**src/rtl/sa3d_out_collector_if.sv**
```systemverilog
// sa3d_out_collector_if
//   AXI-stream result channel from the SA3D accelerator into the collector.
//   tdata  : result beat
//   tvalid : beat valid (source)
//   tlast  : last beat of a run (source)
//   tready : sink ready (collector)
//   master modport is the stream source, slave modport is the collector.
interface sa3d_out_collector_if #(
    parameter int DATA_W = 64
) ();
    logic [DATA_W-1:0] tdata;
    logic              tvalid;
    logic              tlast;
    logic              tready;

    modport master (output tdata, output tvalid, output tlast, input tready);
    modport slave  (input tdata, input tvalid, input tlast, output tready);
endinterface

```
**src/rtl/sa3d_out_collector.sv**
```systemverilog
// sa3d_out_collector
//   Stream sink for accelerator results. Accepts beats under a programmable
//   ready pattern, writes each beat to a result RAM at an incrementing address,
//   checks that tlast lands on the expected beat, and can re-arm itself for
//   back-to-back runs.
// Ports
//   clk, reset_n        clock, async active-low reset
//   start               1-cycle pulse: clear counters/errors and arm capture
//   expected_beats      beats per run incl. the tlast beat; 0 = end on tlast only
//   restart_en          re-arm capture automatically after each run
//   ready_on            tready-high cycles per pattern period
//   ready_period        pattern period in cycles; 0 = always ready
//   s_axis              result stream (slave modport)
//   mem_we/addr/wdata   result RAM write port, one cycle after the accept
//   beat_count          beats accepted in the current/last run
//   busy                high while capturing
//   done                1-cycle pulse at end of run
//   restart             1-cycle pulse coincident with done when re-arming
//   err_early_last      sticky: tlast before expected_beats
//   err_missing_last    sticky: expected_beats reached without tlast
module sa3d_out_collector #(
    parameter int DATA_W = 64,
    parameter int ADDR_W = 18,
    parameter int CNT_W  = 10
) (
    input  logic               clk,
    input  logic               reset_n,
    input  logic               start,
    input  logic [31:0]        expected_beats,
    input  logic               restart_en,
    input  logic [CNT_W-1:0]   ready_on,
    input  logic [CNT_W-1:0]   ready_period,
    sa3d_out_collector_if.slave s_axis,
    output logic               mem_we,
    output logic [ADDR_W-1:0]  mem_addr,
    output logic [DATA_W-1:0]  mem_wdata,
    output logic [31:0]        beat_count,
    output logic               busy,
    output logic               done,
    output logic               restart,
    output logic               err_early_last,
    output logic               err_missing_last
);
    typedef enum logic [1:0] {IDLE, CAPTURE, DONE} state_t;

    state_t            state;
    logic [CNT_W-1:0]  pat_cnt;
    logic [ADDR_W-1:0] wr_idx;
    logic              accept;
    logic              bounded;
    logic [31:0]       beat_next;
    logic              count_hit;
    logic              early;

    // Pattern counter runs regardless of FSM state so the ready pattern is a
    // pure function of time since reset and the programmed period.
    always_ff @(posedge clk or negedge reset_n) begin
        if (!reset_n)
            pat_cnt <= '0;
        else if (ready_period == '0 || pat_cnt >= ready_period - 1'b1)
            pat_cnt <= '0;
        else
            pat_cnt <= pat_cnt + 1'b1;
    end

    assign s_axis.tready = (state == CAPTURE) &&
                           (ready_period == '0 || pat_cnt < ready_on);

    assign accept    = s_axis.tvalid && s_axis.tready;
    assign bounded   = (expected_beats != 32'd0);
    assign beat_next = beat_count + 32'd1;
    assign count_hit = bounded && (beat_next == expected_beats);
    assign early     = s_axis.tlast && bounded && (beat_next < expected_beats);

    always_ff @(posedge clk or negedge reset_n) begin
        if (!reset_n) begin
            state            <= IDLE;
            wr_idx           <= '0;
            mem_we           <= 1'b0;
            mem_addr         <= '0;
            mem_wdata        <= '0;
            beat_count       <= '0;
            busy             <= 1'b0;
            done             <= 1'b0;
            restart          <= 1'b0;
            err_early_last   <= 1'b0;
            err_missing_last <= 1'b0;
        end else begin
            mem_we  <= 1'b0;
            done    <= 1'b0;
            restart <= 1'b0;
            if (start) begin
                // Abort anything in flight; a beat accepted this cycle is dropped.
                state            <= CAPTURE;
                busy             <= 1'b1;
                beat_count       <= '0;
                wr_idx           <= '0;
                mem_addr         <= '0;
                err_early_last   <= 1'b0;
                err_missing_last <= 1'b0;
            end else begin
                case (state)
                    IDLE: ;
                    CAPTURE: begin
                        if (accept) begin
                            mem_we     <= 1'b1;
                            mem_addr   <= wr_idx;
                            mem_wdata  <= s_axis.tdata;
                            wr_idx     <= wr_idx + 1'b1;
                            beat_count <= beat_next;
                            if (early)
                                err_early_last <= 1'b1;
                            if (count_hit && !s_axis.tlast)
                                err_missing_last <= 1'b1;
                            if (s_axis.tlast || count_hit) begin
                                state   <= DONE;
                                busy    <= 1'b0;
                                done    <= 1'b1;
                                restart <= restart_en;
                            end
                        end
                    end
                    DONE: begin
                        // restart was latched on entry, so the re-arm decision
                        // always matches the pulse that was shown.
                        if (restart) begin
                            state      <= CAPTURE;
                            busy       <= 1'b1;
                            beat_count <= '0;
                            wr_idx     <= '0;
                            mem_addr   <= '0;
                        end else begin
                            state <= IDLE;
                        end
                    end
                    default: state <= IDLE;
                endcase
            end
        end
    end
endmodule

```
**src/flat_wrapper.sv**
```systemverilog
// flat-port wrapper written by rule: the top's interface ports become plain ports
module sa3d_out_collector_flat 
#(
    parameter int DATA_W = 64,
    parameter int ADDR_W = 18,
    parameter int CNT_W  = 10
)
  (clk, reset_n, start, expected_beats, restart_en, ready_on, ready_period, mem_we, mem_addr, mem_wdata, beat_count, busy, done, restart, err_early_last, err_missing_last, s_axis_tdata, s_axis_tvalid, s_axis_tlast, s_axis_tready);
  sa3d_out_collector_if #(.DATA_W(DATA_W)) s_axis_i ();
  input  logic clk;
  input  logic reset_n;
  input  logic start;
  input  logic [31:0] expected_beats;
  input  logic restart_en;
  input  logic [CNT_W-1:0] ready_on;
  input  logic [CNT_W-1:0] ready_period;
  output logic mem_we;
  output logic [ADDR_W-1:0] mem_addr;
  output logic [DATA_W-1:0] mem_wdata;
  output logic [31:0] beat_count;
  output logic busy;
  output logic done;
  output logic restart;
  output logic err_early_last;
  output logic err_missing_last;
  input wire logic [$bits(s_axis_i.tdata)-1:0] s_axis_tdata;
  input wire logic [$bits(s_axis_i.tvalid)-1:0] s_axis_tvalid;
  input wire logic [$bits(s_axis_i.tlast)-1:0] s_axis_tlast;
  output wire logic [$bits(s_axis_i.tready)-1:0] s_axis_tready;
  assign s_axis_i.tdata = s_axis_tdata;
  assign s_axis_i.tvalid = s_axis_tvalid;
  assign s_axis_i.tlast = s_axis_tlast;
  assign s_axis_tready = s_axis_i.tready;
  sa3d_out_collector #(.DATA_W(DATA_W), .ADDR_W(ADDR_W), .CNT_W(CNT_W)) u_core (.clk(clk), .reset_n(reset_n), .start(start), .expected_beats(expected_beats), .restart_en(restart_en), .ready_on(ready_on), .ready_period(ready_period), .s_axis(s_axis_i), .mem_we(mem_we), .mem_addr(mem_addr), .mem_wdata(mem_wdata), .beat_count(beat_count), .busy(busy), .done(done), .restart(restart), .err_early_last(err_early_last), .err_missing_last(err_missing_last));
endmodule
```
**config.mk**
```make
export PLATFORM = sky130hd
export DESIGN_NAME = sa3d_out_collector_flat
export DESIGN_NICKNAME = d
export VERILOG_FILES = /design/src/rtl/sa3d_out_collector_if.sv /design/src/rtl/sa3d_out_collector.sv /design/src/flat_wrapper.sv
export SDC_FILE = /design/constraint.sdc
export NUM_CORES = 1
export LEC_CHECK = 0
export ABC_AREA = 1
export BUFFER_PORTS_ARGS = -buffer_cell sky130_fd_sc_hd__clkbuf_2
export CORE_ASPECT_RATIO = 2
export CORE_UTILIZATION = 50
export CTS_CLUSTER_DIAMETER = 50
export CTS_CLUSTER_SIZE = 16
export DETAILED_ROUTE_END_ITERATION = 7
export GPL_ROUTABILITY_DRIVEN = 1
export HOLD_SLACK_MARGIN = 0.08
export MAX_ROUTING_LAYER = met4
export PLACE_DENSITY = 0.77
export SLEW_MARGIN = 20
export SYNTH_ARGS = -nofsm -noshare
export SYNTH_HDL_FRONTEND = slang
export SYNTH_SLANG_ARGS = --single-unit
```
**constraint.sdc**
```tcl
create_clock -name clk -period 3.3 [get_ports clk]
set_clock_uncertainty 0.1 [all_clocks]
set_input_delay 0.33 -clock clk [delete_from_list [all_inputs] [get_ports clk]]
set_output_delay 0.33 -clock clk [all_outputs]
set_load 0.01 [all_outputs]
```
Word-level counts from Yosys, hierarchy flattened
Index checks and enable logic that the tools add are counted.
Cells by class
  add/subtract/negate cells: 4
  $mul: 0
  div/mod/pow operators: 0
  $lt $le $gt $ge: 3
  equality and inequality tests: 7
  shifts and indexed selects: 0
  multiplexer cells: 41
  bitwise logic cells: 1
  reduce and logical (&&, ||, !) cells: 24
Operators by type and width (number)
  $mux W32: 3
  $mux W18: 5
  $pmux W18 S2: 2
  $pmux W32 S2: 1
  $add A32 B1 Y32 const B: 1
  $eq A32 B32 Y1: 1
  $lt A32 B32 Y1: 1
  $reduce_bool A32 Y1: 1
  $mux W1: 24
  $add A18 B1 Y18 const B: 1
  $reduce_and A3 Y1: 5
  $add A10 B1 Y10 const B: 1
  $ge A10 B10 Y1: 1
  $logic_not A10 Y1: 1
  $lt A10 B10 Y1: 1
  $mux W10: 1
  $sub A10 B1 Y10 const B: 1
  $reduce_bool A2 Y1: 4
  $logic_and A1 B1 Y1: 6
  $mux W2: 3
  $ne A3 B2 Y1 const B: 2
  $pmux W2 S3: 1
  $reduce_and A4 Y1: 1
  $logic_or A1 B1 Y1: 3
  9 further kinds: 9
Word-level totals
  bits in registers: 150
  bits in latches: 0
  RAM bits: 0
  memory bits (read-only): 0
  bits of input ports: 122
  output and inout bits: 121
  word-level logic and storage cells: 92
  memories: 0

Longest topological paths before layout
Gate-level depths: netlist (run 1).
  depth in word-level cells: 8
  depth in mapped cells: 20
  gate-level depth less buffers: 20

Worst setup path after synthesis (run 1)
OpenSTA, ideal clock, no wires.
  path type: register to register
  from: register u_core.beat_count[0]
  to: register u_core.busy
  library setup time: 124 ps
  arrival time: 2517 ps
  slack: 558 ps
  stages on the path, launching flop included: 21
  period minus slack after synthesis: 2742 ps
  cells stage by stage: dfrtp_1 -> ha_1 -> nand2_1 -> inv_1 -> nand3_2 -> nor3_4 -> nand2_1 -> nor2_2 -> nand2_1 -> nand2_1 -> nand2_1 -> ha_1 -> nand2_1 -> nor2_1 -> nand3_1 -> nor2_1 -> nand2_1 -> nand3_1 -> nand3_1 -> nand2_1 -> nand2_1
On the way
  cells in the longest elaborated chain, start to end: 6
Ends and longest elaborated chain
  start: declaration: RTL line sa3d_out_collector.sv:37  | output logic [31:0] beat_count,
  start signal: assignment: RTL line sa3d_out_collector.sv:110  | beat_count <= beat_next;
  $add A32 B1 Y32: RTL line sa3d_out_collector.sv:71  | assign beat_next = beat_count + 32'd1;
  $eq A32 B32 Y1: RTL line sa3d_out_collector.sv:72  | assign count_hit = bounded && (beat_next == expected_beats);
  $logic_and A1 B1 Y1: RTL line sa3d_out_collector.sv:72
  $logic_or A1 B1 Y1: RTL line sa3d_out_collector.sv:115  | if (s_axis.tlast || count_hit) begin
  $ne A3 B3 Y1 (no source line)
  $reduce_and A4 Y1 (no source line)
  end signal: assignment: RTL line sa3d_out_collector.sv:83  | busy <= 1'b0;
  end signal: assignment: RTL line sa3d_out_collector.sv:117  | busy <= 1'b0;
  end signal: assignment: RTL line sa3d_out_collector.sv:128  | busy <= 1'b1;
  end: declaration: RTL line sa3d_out_collector.sv:38  | output logic busy,
Every way passes these cells.
A chain may end at the register's enable or synchronous reset.

Final worst setup path (run 1)
  from: register u_core.beat_count[5]
  to: register u_core.busy
The elaborated chain is that of the path after synthesis.

==> impl_metrics.env, run 1 <==
export IMPL_setup_viol=0
export IMPL_fp_dieArea_um2=17800
export IMPL_grt_pass1_wl_um=42400
export IMPL_dp_hpwl_um=19400
export IMPL_p_leak_nw=6.31
export IMPL_crit_slowest_cell="dfrtp_1"
export IMPL_min_period_over_period_pct=90.5
export IMPL_cpMostUsedCell="nand2_1"
export IMPL_antenna_cells=0
export IMPL_syn_area_um2=8640
export IMPL_cts_root_buf="clkbuf_16"
export IMPL_worst_pin_slew_ns=0.836
export IMPL_rrSetupSlack_ns=0.31
export IMPL_start_kind="register"
export IMPL_outcome="complete, no violations"
export IMPL_first_pass_iters=5
export IMPL_avgSynthCellArea_um2=7.60
export IMPL_hold_start="start"
export IMPL_reg2reg_to="u_core.busy"
export IMPL_relSlewSlack_pct=43.8
export IMPL_timing_fmax_ghz=0.335
export IMPL_drcViolationCount=0
export IMPL_fin_nets=1634
export IMPL_grt_setup_unrepaired="false"
export IMPL_min_path_type="input pin to register"
export IMPL_syn2layout_area_growth_pct=31.4
export IMPL_yosys_register_bits=150
export IMPL_ant_nets=0
export IMPL_yosys_cell_types_count=35
export IMPL_met1_usage_pct=32.3
export IMPL_core_area_um2=16800
export IMPL_grt_max_degree=68
export IMPL_grt_pass1_vias=8881
export IMPL_hold_viol=0
export IMPL_grtUsageTotal_pct=32.1
export IMPL_wl_per_cell_um=15.9
export IMPL_met3_usage_pct=4.91
export IMPL_die_w_um=95.0
export IMPL_cts_tree="built"
export IMPL_ys_warn_count=0
export IMPL_maxCapViolations=0
export IMPL_initialDrtViolationCount=387
export IMPL_end_kind="register"
export IMPL_cp_top_family="simple AND/OR/NAND/NOR gates"
export IMPL_vdd_ir_drop_max_mv=0.392
export IMPL_placementRows=67
export IMPL_required_ns=3.51
export IMPL_r2r_cells=17
export IMPL_r2r_start="u_core.beat_count[5]"
export IMPL_wirelength_um=26600
export IMPL_worstPathCellList="nand2_1 > nor2_1 > nand2_1 > nor3_2 > buf_4 > xor2_1 > inv_1 > ha_1 > nand2_1 > nor2_1 > nand4_1 > nor2_2 > nand2_1 > nand3_1 > nand3_1 > nand2_1 > nand2_1"
export IMPL_crit_buf_inv=2
export IMPL_syn_inst=1138
export IMPL_route_vias_total=8760
export IMPL_finalMaxSlewViolations=0
export IMPL_final_cell_mix="nand2_1, clkbuf_2, dfrtp_1, inv_1, nor2_1"
export IMPL_antenna_found_initial=0
export IMPL_overflow=0
export IMPL_cp_arrival_ns=3.19
export IMPL_vias_per_cell=5.22
export IMPL_power_density_nw_per_um2=512
export IMPL_numCtsBuffers=17
export IMPL_cts_buffer_depth=2
export IMPL_final_common_cell="nand2_1"
export IMPL_postLayoutSetupSlackWorst_ns=0.314
export IMPL_path_clk_slew_ns=0.06
export IMPL_fin_crit_ns=2.99
export IMPL_grt_busiest_layer="met2"
export IMPL_drive_gt1_share_pct=21.7
export IMPL_holdPathEnd="u_core.busy"
export IMPL_synth_nets=1315
export IMPL_gp_congestion=0.960
export IMPL_use_met2_pct=54.2
export IMPL_crit_fanout=5
export IMPL_preCtsSetupSlack_ns=0.0693
export IMPL_cts_max_level=4
export IMPL_start_util_pct=51.3
export IMPL_clock_latency_ns=0.43
export IMPL_port_buffers=242
export IMPL_cts_sinks=150
export IMPL_io_pins=243
export IMPL_path_class="register to register"
export IMPL_min_delay_path_depth=3
export IMPL_yosysSeqAreaShare_pct=43.4
export IMPL_setup_tns_ns=0
export IMPL_slowest_delay_ns=0.48
export IMPL_die_h_um=188
-- tightest hold or removal path, stage by stage --
cell	delay (ns)
clkbuf_2	0.12
a21oi_1	0.07
nand2_1	0.07
-- metal layers --
layer,share of wire (%),vias up
li1,-,4243
met1,35,4037
met2,53,357
met3,4.4,123
met4,7.2,0
met5,0,-
-- cell families after synthesis --
logic type / count (synthesis) / synth area share (%)
flops: 150 / 43.4
fa+ha+maj: 55 / 7.96
compound gates: 96 / 5.95
simple gates: 646 / 30.8
buf+inv: 155 / 8.16
xor+xnor: 36 / 3.65
-- area by class of cell --
type | instances | area (um2)
Multi-Input combinational cell | 833 | 4220
Fill cell | 1383 | 5490
Tap cell | 207 | 259
Sequential cell | 150 | 3760
Clock buffer | 19 | 453
Timing Repair Buffer | 331 | 2080
Inverter | 124 | 465
Clock inverter | 13 | 121
-- sequential cells by signal (all words and copies together), names as in the netlist --
register and count:
u_core.state 2, u_core.mem_we 1, u_core.wr_idx 18, u_core.err_missing_last 1, u_core.mem_wdata 64, u_core.pat_cnt 10, u_core.err_early_last 1, u_core.beat_count 32
u_core.busy 1, u_core.done 1, u_core.mem_addr 18, u_core.restart 1
-- report_power, final --
group          internal [mW]  switching, mW
clock                   1.09          0.819
combinational          0.617          0.890
sequential              2.17          0.233
total                   3.87           1.94
-- cells in the mapped netlist --
| cell type | count | area [um2] |
|---|---|---|
| nand2_1 | 450 | 1690 |
| dfrtp_1 | 150 | 3750 |
| inv_1 | 121 | 454 |
| nor2_1 | 79 | 297 |
| ha_1 | 55 | 688 |
| o21ai_0 | 53 | 265 |
| nand3_1 | 44 | 220 |
| nor3_1 | 31 | 155 |
| xor2_1 | 29 | 254 |
| nand4_1 | 24 | 150 |
| a21oi_1 | 21 | 105 |
| buf_6 | 15 | 169 |
| o21ai_1 | 10 | 50.1 |
| buf_2 | 9 | 45.0 |
| clkbuf_1 | 7 | 26.3 |
| xnor2_1 | 7 | 61.3 |
| a21o_1 | 6 | 45.0 |
| nand3_2 | 3 | 30.0 |
| clkinv_1 | 2 | 7.51 |
| nand2_2 | 2 | 12.5 |
| nand3b_1 | 2 | 15.0 |
| nor2_2 | 2 | 12.5 |
| nor3_4 | 2 | 32.5 |
| nor3b_1 | 2 | 15.0 |
| nor4_1 | 2 | 12.5 |
| a211oi_1 | 1 | 7.51 |
| a21oi_2 | 1 | 8.76 |
| and2_1 | 1 | 6.26 |
| inv_2 | 1 | 3.75 |
| nor3b_2 | 1 | 12.5 |
| o211a_1 | 1 | 10.0 |
| o211ai_1 | 1 | 7.51 |
| o21bai_1 | 1 | 7.51 |
| o31ai_1 | 1 | 7.51 |
| or2_2 | 1 | 6.26 |
-- metrics by stage --
step / util [%] / power [mW] / cell area [um2] / std cells / hold slack [ns]
2_1_floorplan: - / 3.23 / 8640 / 1138 / -0.0656
4_1_cts: 66.9 / 5.82 / 11300 / 1671 / 0.0827
5_1_grt: 67.4 / 6.14 / 11400 / 1677 / 0.108
3_3_place_gp: 59.6 / 3.79 / 10000 / 1573 / 0.258
6_report: 67.4 / 5.81 / 11400 / 1677 / 0.104
3_5_place_dp: 59.6 / 3.84 / 10000 / 1573 / 0.262
-- timing repair --
item / in CTS / in global routing
hold endpoints to repair: 123 / 0
hold buffers: 66 / 0
resized for setup: 0 / 10
buffers inserted: 0 / 6
endpoints found under the setup margin: 0 / 7
-- worst max-delay path by stage --
stage                               start             end  slack, ns  depth (start not counted)
floorplan            u_core.beat_count[0]     u_core.busy       0.56                         20
global placement    u_core.beat_count[12]     u_core.busy       0.04                         17
detailed placement  u_core.beat_count[12]     u_core.busy       0.07                         17
CTS                 u_core.beat_count[12]  u_core.restart       0.02                         16
global route         u_core.beat_count[1]  u_core.restart       0.02                         20
finish               u_core.beat_count[5]     u_core.busy       0.31                         17
No activity file was read; power rests on OpenSTA's default activity.
==> inputs of run 2 (changes only) <==
Settings changed: ABC_AREA 1 to not set, PLACE_DENSITY 0.77 to 0.78.
==> impl_metrics.env, run 2 <==
export IMPL_outcome="complete, no violations"
export IMPL_vias_per_cell=5.45
export IMPL_numCtsBuffers=17
export IMPL_drive_gt1_share_pct=27.6
export IMPL_cts_tree="built"
export IMPL_vdd_ir_drop_max_mv=0.365
export IMPL_route_vias_total=8028
export IMPL_hold_ws_ns=0.231
export IMPL_hold_viol=0
export IMPL_seq_area_um2=3750
export IMPL_min_period_over_period_pct=94.7
export IMPL_preCtsSetupSlack_ns=-0.0365
export IMPL_initialDrtViolationCount=290
export IMPL_grt_setup_unrepaired="false"
export IMPL_required_ns=3.56
export IMPL_multi_input_area_um2=4150
export IMPL_start_kind="register"
export IMPL_fin_nets=1434
export IMPL_io_pins=243
export IMPL_regMostFlops="u_core.mem_wdata"
export IMPL_drcViolationCount=0
export IMPL_clock_latency_ns=0.42
export IMPL_synth_most_common_cell="nand2_1"
export IMPL_crit_fanout=4
export IMPL_cp_arrival_ns=3.39
export IMPL_maxCapViolations=0
export IMPL_die_h_um=184
export IMPL_placementRows=66
export IMPL_grt_pass1_vias=8115
export IMPL_path_class="register to register"
export IMPL_grt_pass1_wl_um=37800
export IMPL_yosys_cell_types_count=56
export IMPL_port_buffers=242
export IMPL_grtUsageTotal_pct=29.3
export IMPL_yosys_top_cells_area="dfrtp_1, nand2_1, ha_1"
export IMPL_avgSynthCellArea_um2=9.04
export IMPL_min_delay_path_depth=4
export IMPL_largest_reg_flops=64
export IMPL_wl_per_cell_um=16.5
export IMPL_largestRegisters="u_core.mem_wdata (64), u_core.beat_count (32)"
export IMPL_end_kind="register"
export IMPL_yosysSeqAreaShare_pct=45.5
export IMPL_cts_root_buf="clkbuf_16"
export IMPL_overflow=0
export IMPL_path_clk_slew_ns=0.06
export IMPL_worst_pin_slew_ns=0.877
export IMPL_cts_buffer_depth=2
export IMPL_r2r_cells=15
export IMPL_syn_area_um2=8260
export IMPL_total_power_mw=5.24
export IMPL_wirelength_um=24300
export IMPL_first_pass_iters=6
export IMPL_dp_hpwl_um=17400
export IMPL_synth_top_cells_by_count="nand2_1, dfrtp_1, ha_1, inv_1, nor2_1"
export IMPL_fp_dieArea_um2=17100
export IMPL_synthFlopType="dfrtp_1"
export IMPL_place_area_um2=9910
export IMPL_antenna_found_initial=0
export IMPL_synth_nets=1090
export IMPL_min_path_type="input pin to register"
export IMPL_syn_inst=913
export IMPL_antenna_cells=0
export IMPL_ant_nets=0
export IMPL_die_w_um=92.9
export IMPL_gp_congestion=0.888
export IMPL_setup_viol=0
export IMPL_postLayoutSetupSlackWorst_ns=0.174
export IMPL_core_area_um2=16200
export IMPL_design_area_um2=11200
export IMPL_p_leak_nw=6.11
export IMPL_grt_max_degree=78
export IMPL_yosys_register_bits=150
export IMPL_syn2layout_area_growth_pct=35.5
export IMPL_cts_sinks=150
export IMPL_fin_crit_ns=3.13
export IMPL_yosys_area_top_type="dfrtp_1"
export IMPL_synth_top_cell_area_share_pct=45.5
export IMPL_relSlewSlack_pct=40.9
export IMPL_finalMaxSlewViolations=0
export IMPL_nFillCells=1293
export IMPL_async_flop_share_pct=100
export IMPL_ys_warn_count=0
export IMPL_final_cell_mix="nand2_1, clkbuf_2, dfrtp_1, dlygate4sd3_1, ha_1"
export IMPL_synth_enable_flop_cells=0
export IMPL_cts_max_level=4
export IMPL_start_util_pct=51.0
export IMPL_power_density_nw_per_um2=469
export IMPL_timing_fmax_ghz=0.320
export IMPL_final_common_cell="nand2_1"
[run 2: repair_timing]
item                                    4_1_cts  5_1_grt
cloned                                        0        0
endpoints found under the setup margin        2        5
hold endpoints to repair                    142        0
resized for setup                             2       10
pin swaps                                     0        4
setup buffers                                 0        2
hold buffers                                 67        0
[run 2: area by class of cell]
type                            instances  share of cell area [%]
Sequential cell                       150                    33.6
Timing Repair Buffer                  360                    20.5
Inverter                               53                    1.80
Clock buffer                           21                    4.12
Clock inverter                         10                   0.660
Tap cell                              204                    2.28
Multi-Input combinational cell        675                    37.1
[run 2: worst paths after layout]
check	from	to	slack, ns
setup / recovery	u_core.beat_count[1]	u_core.busy	0.17
setup reg to reg	u_core.beat_count[1]	u_core.busy	0.17
hold reg to reg	u_core.mem_wdata[56]	u_core.mem_wdata[56]	0.37
min in group asynchronous	reset_n	u_core.mem_addr[14]	0.39
max in group asynchronous	reset_n	u_core.beat_count[13]	1.88
hold / removal	s_axis_tlast	u_core.err_missing_last	0.23
[run 2: power breakdown]
group          internal [mW]  switching [mW]
logic                  0.519           0.684
clock network           1.00           0.780
registers               2.08           0.179
[run 2: worst max-delay path: stages, from the launching register on]
cell	delay [ns]
dfrtp_1	0.38
ha_1	0.19
nand3_2	0.12
nor2_4	0.12
and3_2	0.24
and2_4	0.17
nand3_2	0.12
xnor2_1	0.16
ha_1	0.28
nand2_1	0.09
nor4_4	0.28
and3_4	0.23
nand2_1	0.07
o21a_1	0.23
a21oi_1	0.14
o22a_1	0.15
[run 2: cells by family after synthesis]
group,share of synthesized area [%]
AO/OA/AOI/OAI,12.9
AND/OR/NAND/NOR,22.3
multiplexers,0.121
XOR/XNOR,5.41
flip-flops,45.5
buffers and inverters,5.44
adder cells (fa/ha/maj),8.33
[run 2: metal layers]
| layer | vias to the layer above | track usage [%] | part of all wire, % |
|---|---|---|---|
| met2 | 284 | 53.6 | 54 |
| li1 | 3796 | - | - |
| met1 | 3850 | 28.0 | 35 |
| met3 | 98 | 5.50 | 5.1 |
| met5 | - | - | 0 |
| met4 | 0 | 17.2 | 5.6 |
[run 2: metrics by stage]
| stage | setup TNS, ns | utilization [%] | std cells |
|---|---|---|---|
| after floorplan | 0 | - | 913 |
| after global routing | 0 | 69.1 | 1473 |
| after detailed placement | -0.0546 | 61.2 | 1373 |
| final | 0 | 69.1 | 1473 |
| after CTS | 0 | 68.7 | 1471 |
| after global placement | 0 | 61.2 | 1373 |
==> inputs of run 3 (changes only) <==
--- a/config.mk
+++ b/config.mk
@@ -7,3 +7,2 @@
 export LEC_CHECK = 0
-export BUFFER_PORTS_ARGS = -buffer_cell sky130_fd_sc_hd__clkbuf_2
 export CORE_ASPECT_RATIO = 2
@@ -13,2 +12,3 @@
 export DETAILED_ROUTE_END_ITERATION = 7
+export DONT_BUFFER_PORTS = 1
 export GPL_ROUTABILITY_DRIVEN = 1
@@ -16,3 +16,2 @@
 export MAX_ROUTING_LAYER = met4
-export PLACE_DENSITY = 0.78
 export SLEW_MARGIN = 20
--- a/constraint.sdc
+++ b/constraint.sdc
@@ -4,2 +4,2 @@
 set_output_delay 0.33 -clock clk [all_outputs]
-set_load 0.01 [all_outputs]
+set_load 0.05 [all_outputs]
==> impl_metrics.env, run 3 (same netlist as run 2, synthesis figures left out) <==
export IMPL_vdd_ir_drop_max_mv=0.484
export IMPL_numCtsBuffers=17
export IMPL_largest_reg_flops=64
export IMPL_grt_setup_unrepaired="true"
export IMPL_first_pass_iters=4
export IMPL_core_area_um2=16200
export IMPL_p_leak_nw=5.12
export IMPL_grtUsageTotal_pct=27.8
export IMPL_min_period_over_period_pct=95.9
export IMPL_syn2layout_area_growth_pct=22.8
export IMPL_hold_ws_ns=-0.500
export IMPL_cts_tree="built"
export IMPL_power_share_clock_pct=33.9
export IMPL_pwr_share_comb_pct=13.7
export IMPL_crit_fanout=4
export IMPL_final_common_cell="nand2_1"
export IMPL_postLayoutSetupSlackWorst_ns=0.135
export IMPL_hold_buffers=67
export IMPL_cts_buffer_depth=2
export IMPL_wirelength_um=22600
export IMPL_hold_viol=150
export IMPL_end_kind="register"
export IMPL_dp_hpwl_um=16400
export IMPL_p_int_mw=3.55
export IMPL_die_w_um=92.9
export IMPL_clock_latency_ns=0.43
export IMPL_slowest_delay_ns=0.40
export IMPL_worstPathCellList="and4_4 > and3_1 > and3_4 > and3_1 > and3_1 > xor2_1 > ha_1 > nand2_2 > nor4_4 > and3_4 > nand2_1 > o21a_2 > o22a_1"
export IMPL_die_h_um=184
export IMPL_grt_pass1_vias=7356
export IMPL_cpMostUsedCell="and3_1"
export IMPL_worst_pin_slew_ns=1.04
export IMPL_start_kind="register"
export IMPL_path_class="register to register"
export IMPL_stdcell_count=1236
export IMPL_maxCapViolations=0
export IMPL_startpoint="u_core.beat_count[21]"
export IMPL_wl_per_cell_um=18.3
export IMPL_preCtsSetupSlack_ns=0.0136
export IMPL_required_ns=3.51
export IMPL_route_vias_total=6937
export IMPL_path_clk_slew_ns=0.06
export IMPL_ant_nets=0
export IMPL_largestRegisters="u_core.mem_wdata (64), u_core.beat_count (32)"
export IMPL_cp_arrival_ns=3.37
export IMPL_fp_dieArea_um2=17100
export IMPL_setup_viol=0
export IMPL_place_area_um2=8790
export IMPL_vias_per_cell=5.61
export IMPL_nFillCells=1387
export IMPL_regMostFlops="u_core.mem_wdata"
export IMPL_cts_root_buf="clkbuf_16"
export IMPL_antenna_found_initial=0
export IMPL_grt_pass1_wl_um=35700
export IMPL_initialDrtViolationCount=238
export IMPL_p_switching_mw=2.11
export IMPL_cts_max_level=4
export IMPL_start_util_pct=51.0
export IMPL_pwr_share_seq_pct=52.4
export IMPL_placed_cells=1138
export IMPL_timing_fmax_ghz=0.316
export IMPL_antenna_cells=0
export IMPL_design_area_um2=10100
export IMPL_relSlewSlack_pct=30.9
export IMPL_outcome="complete, but fails checks"
export IMPL_power_density_nw_per_um2=558
export IMPL_grt_max_degree=151
export IMPL_overflow=0
export IMPL_crit_slowest_cell="dfrtp_2"
export IMPL_fin_nets=1198
export IMPL_drive_gt1_share_pct=13.8
export IMPL_setup_tns_ns=0
export IMPL_io_pins=243
export IMPL_gp_congestion=0.840
export IMPL_finalMaxSlewViolations=0
export IMPL_final_util_pct=62.6
export IMPL_cts_sinks=150
export IMPL_min_path_type="input pin to asynchronous set/reset pin"
export IMPL_r2r_start="u_core.beat_count[21]"
export IMPL_p_sw_share_pct=37.2
export IMPL_total_power_mw=5.66
export IMPL_fin_crit_ns=3.16
export IMPL_final_cell_mix="nand2_1, dfrtp_1, dlygate4sd3_1, buf_4, ha_1"
export IMPL_port_buffers=0
export IMPL_placementRows=66
export IMPL_violations="hold timing"
export IMPL_drcViolationCount=0
## run 3: cell types whose count changed in the layout (fill, tap and decap cells not counted), moves of 2 or more
cell and change:
dfrtp_2 +17, clkinv_4 +2, bufinv_16 +2, buf_4 +6, nand2_2 +2, and3_4 +2, nand2_1 -2, clkbuf_1 -2
nand3_1 -2, clkinvlp_4 -3, clkbuf_2 -241, dfrtp_1 -17
## run 3: final cells by class
cell class	count	area, um2	share of cell area (%)
clock inverters	11	125	1.23
well taps	204	255	2.52
clock buffers	19	453	4.47
inverters	53	201	1.99
repair buffers	124	1120	11.1
flip-flops and latches	150	3770	37.2
multi-input cells	675	4210	41.5
## run 3: layer usage
layer	GRT usage, %	up-vias	share of wire [%]
met4	13.6	0	4.0
li1	-	3316	-
met1	26.3	3370	35
met2	51.5	203	55
met3	6.41	48	5.9
met5	-	-	0
## run 3: what timing repair did
action,in CTS,in global routing
pin swaps,0,9
endpoints found under the setup margin,2,7
setup buffers,0,1
endpoints found under the hold margin,222,150
gates resized for setup,1,20
## run 3: final timing paths
kind                                         to  slack, ns  depth (start not counted)
min in group clk                u_core.state[0]       0.13                          2
max reg2reg                         u_core.busy       0.14                         13
max in group asynchronous  u_core.beat_count[2]       3.36                          0
max                                 u_core.busy       0.14                         13
min reg2reg                 u_core.mem_addr[17]       0.44                          1
min                        u_core.mem_wdata[14]      -0.50                          0
## run 3: critical path, delay by kind of cell, from the launching register on
kind	cells	cell delay [ns]
AO/OA/AOI/OAI	2	0.47
adder cells (fa/ha/maj)	1	0.34
XOR/XNOR	1	0.15
flip-flops	1	0.40
AND/OR/NAND/NOR	9	1.58
## run 3: power groups by stage
stage	clock, mW	sequential, mW	combinational, mW
floorplan	0	2.95	0.556
global placement	0	3.00	0.651
detailed placement	0	3.00	0.699
CTS	1.96	2.97	0.769
global route	2.02	3.00	0.894
finish	1.92	2.97	0.773
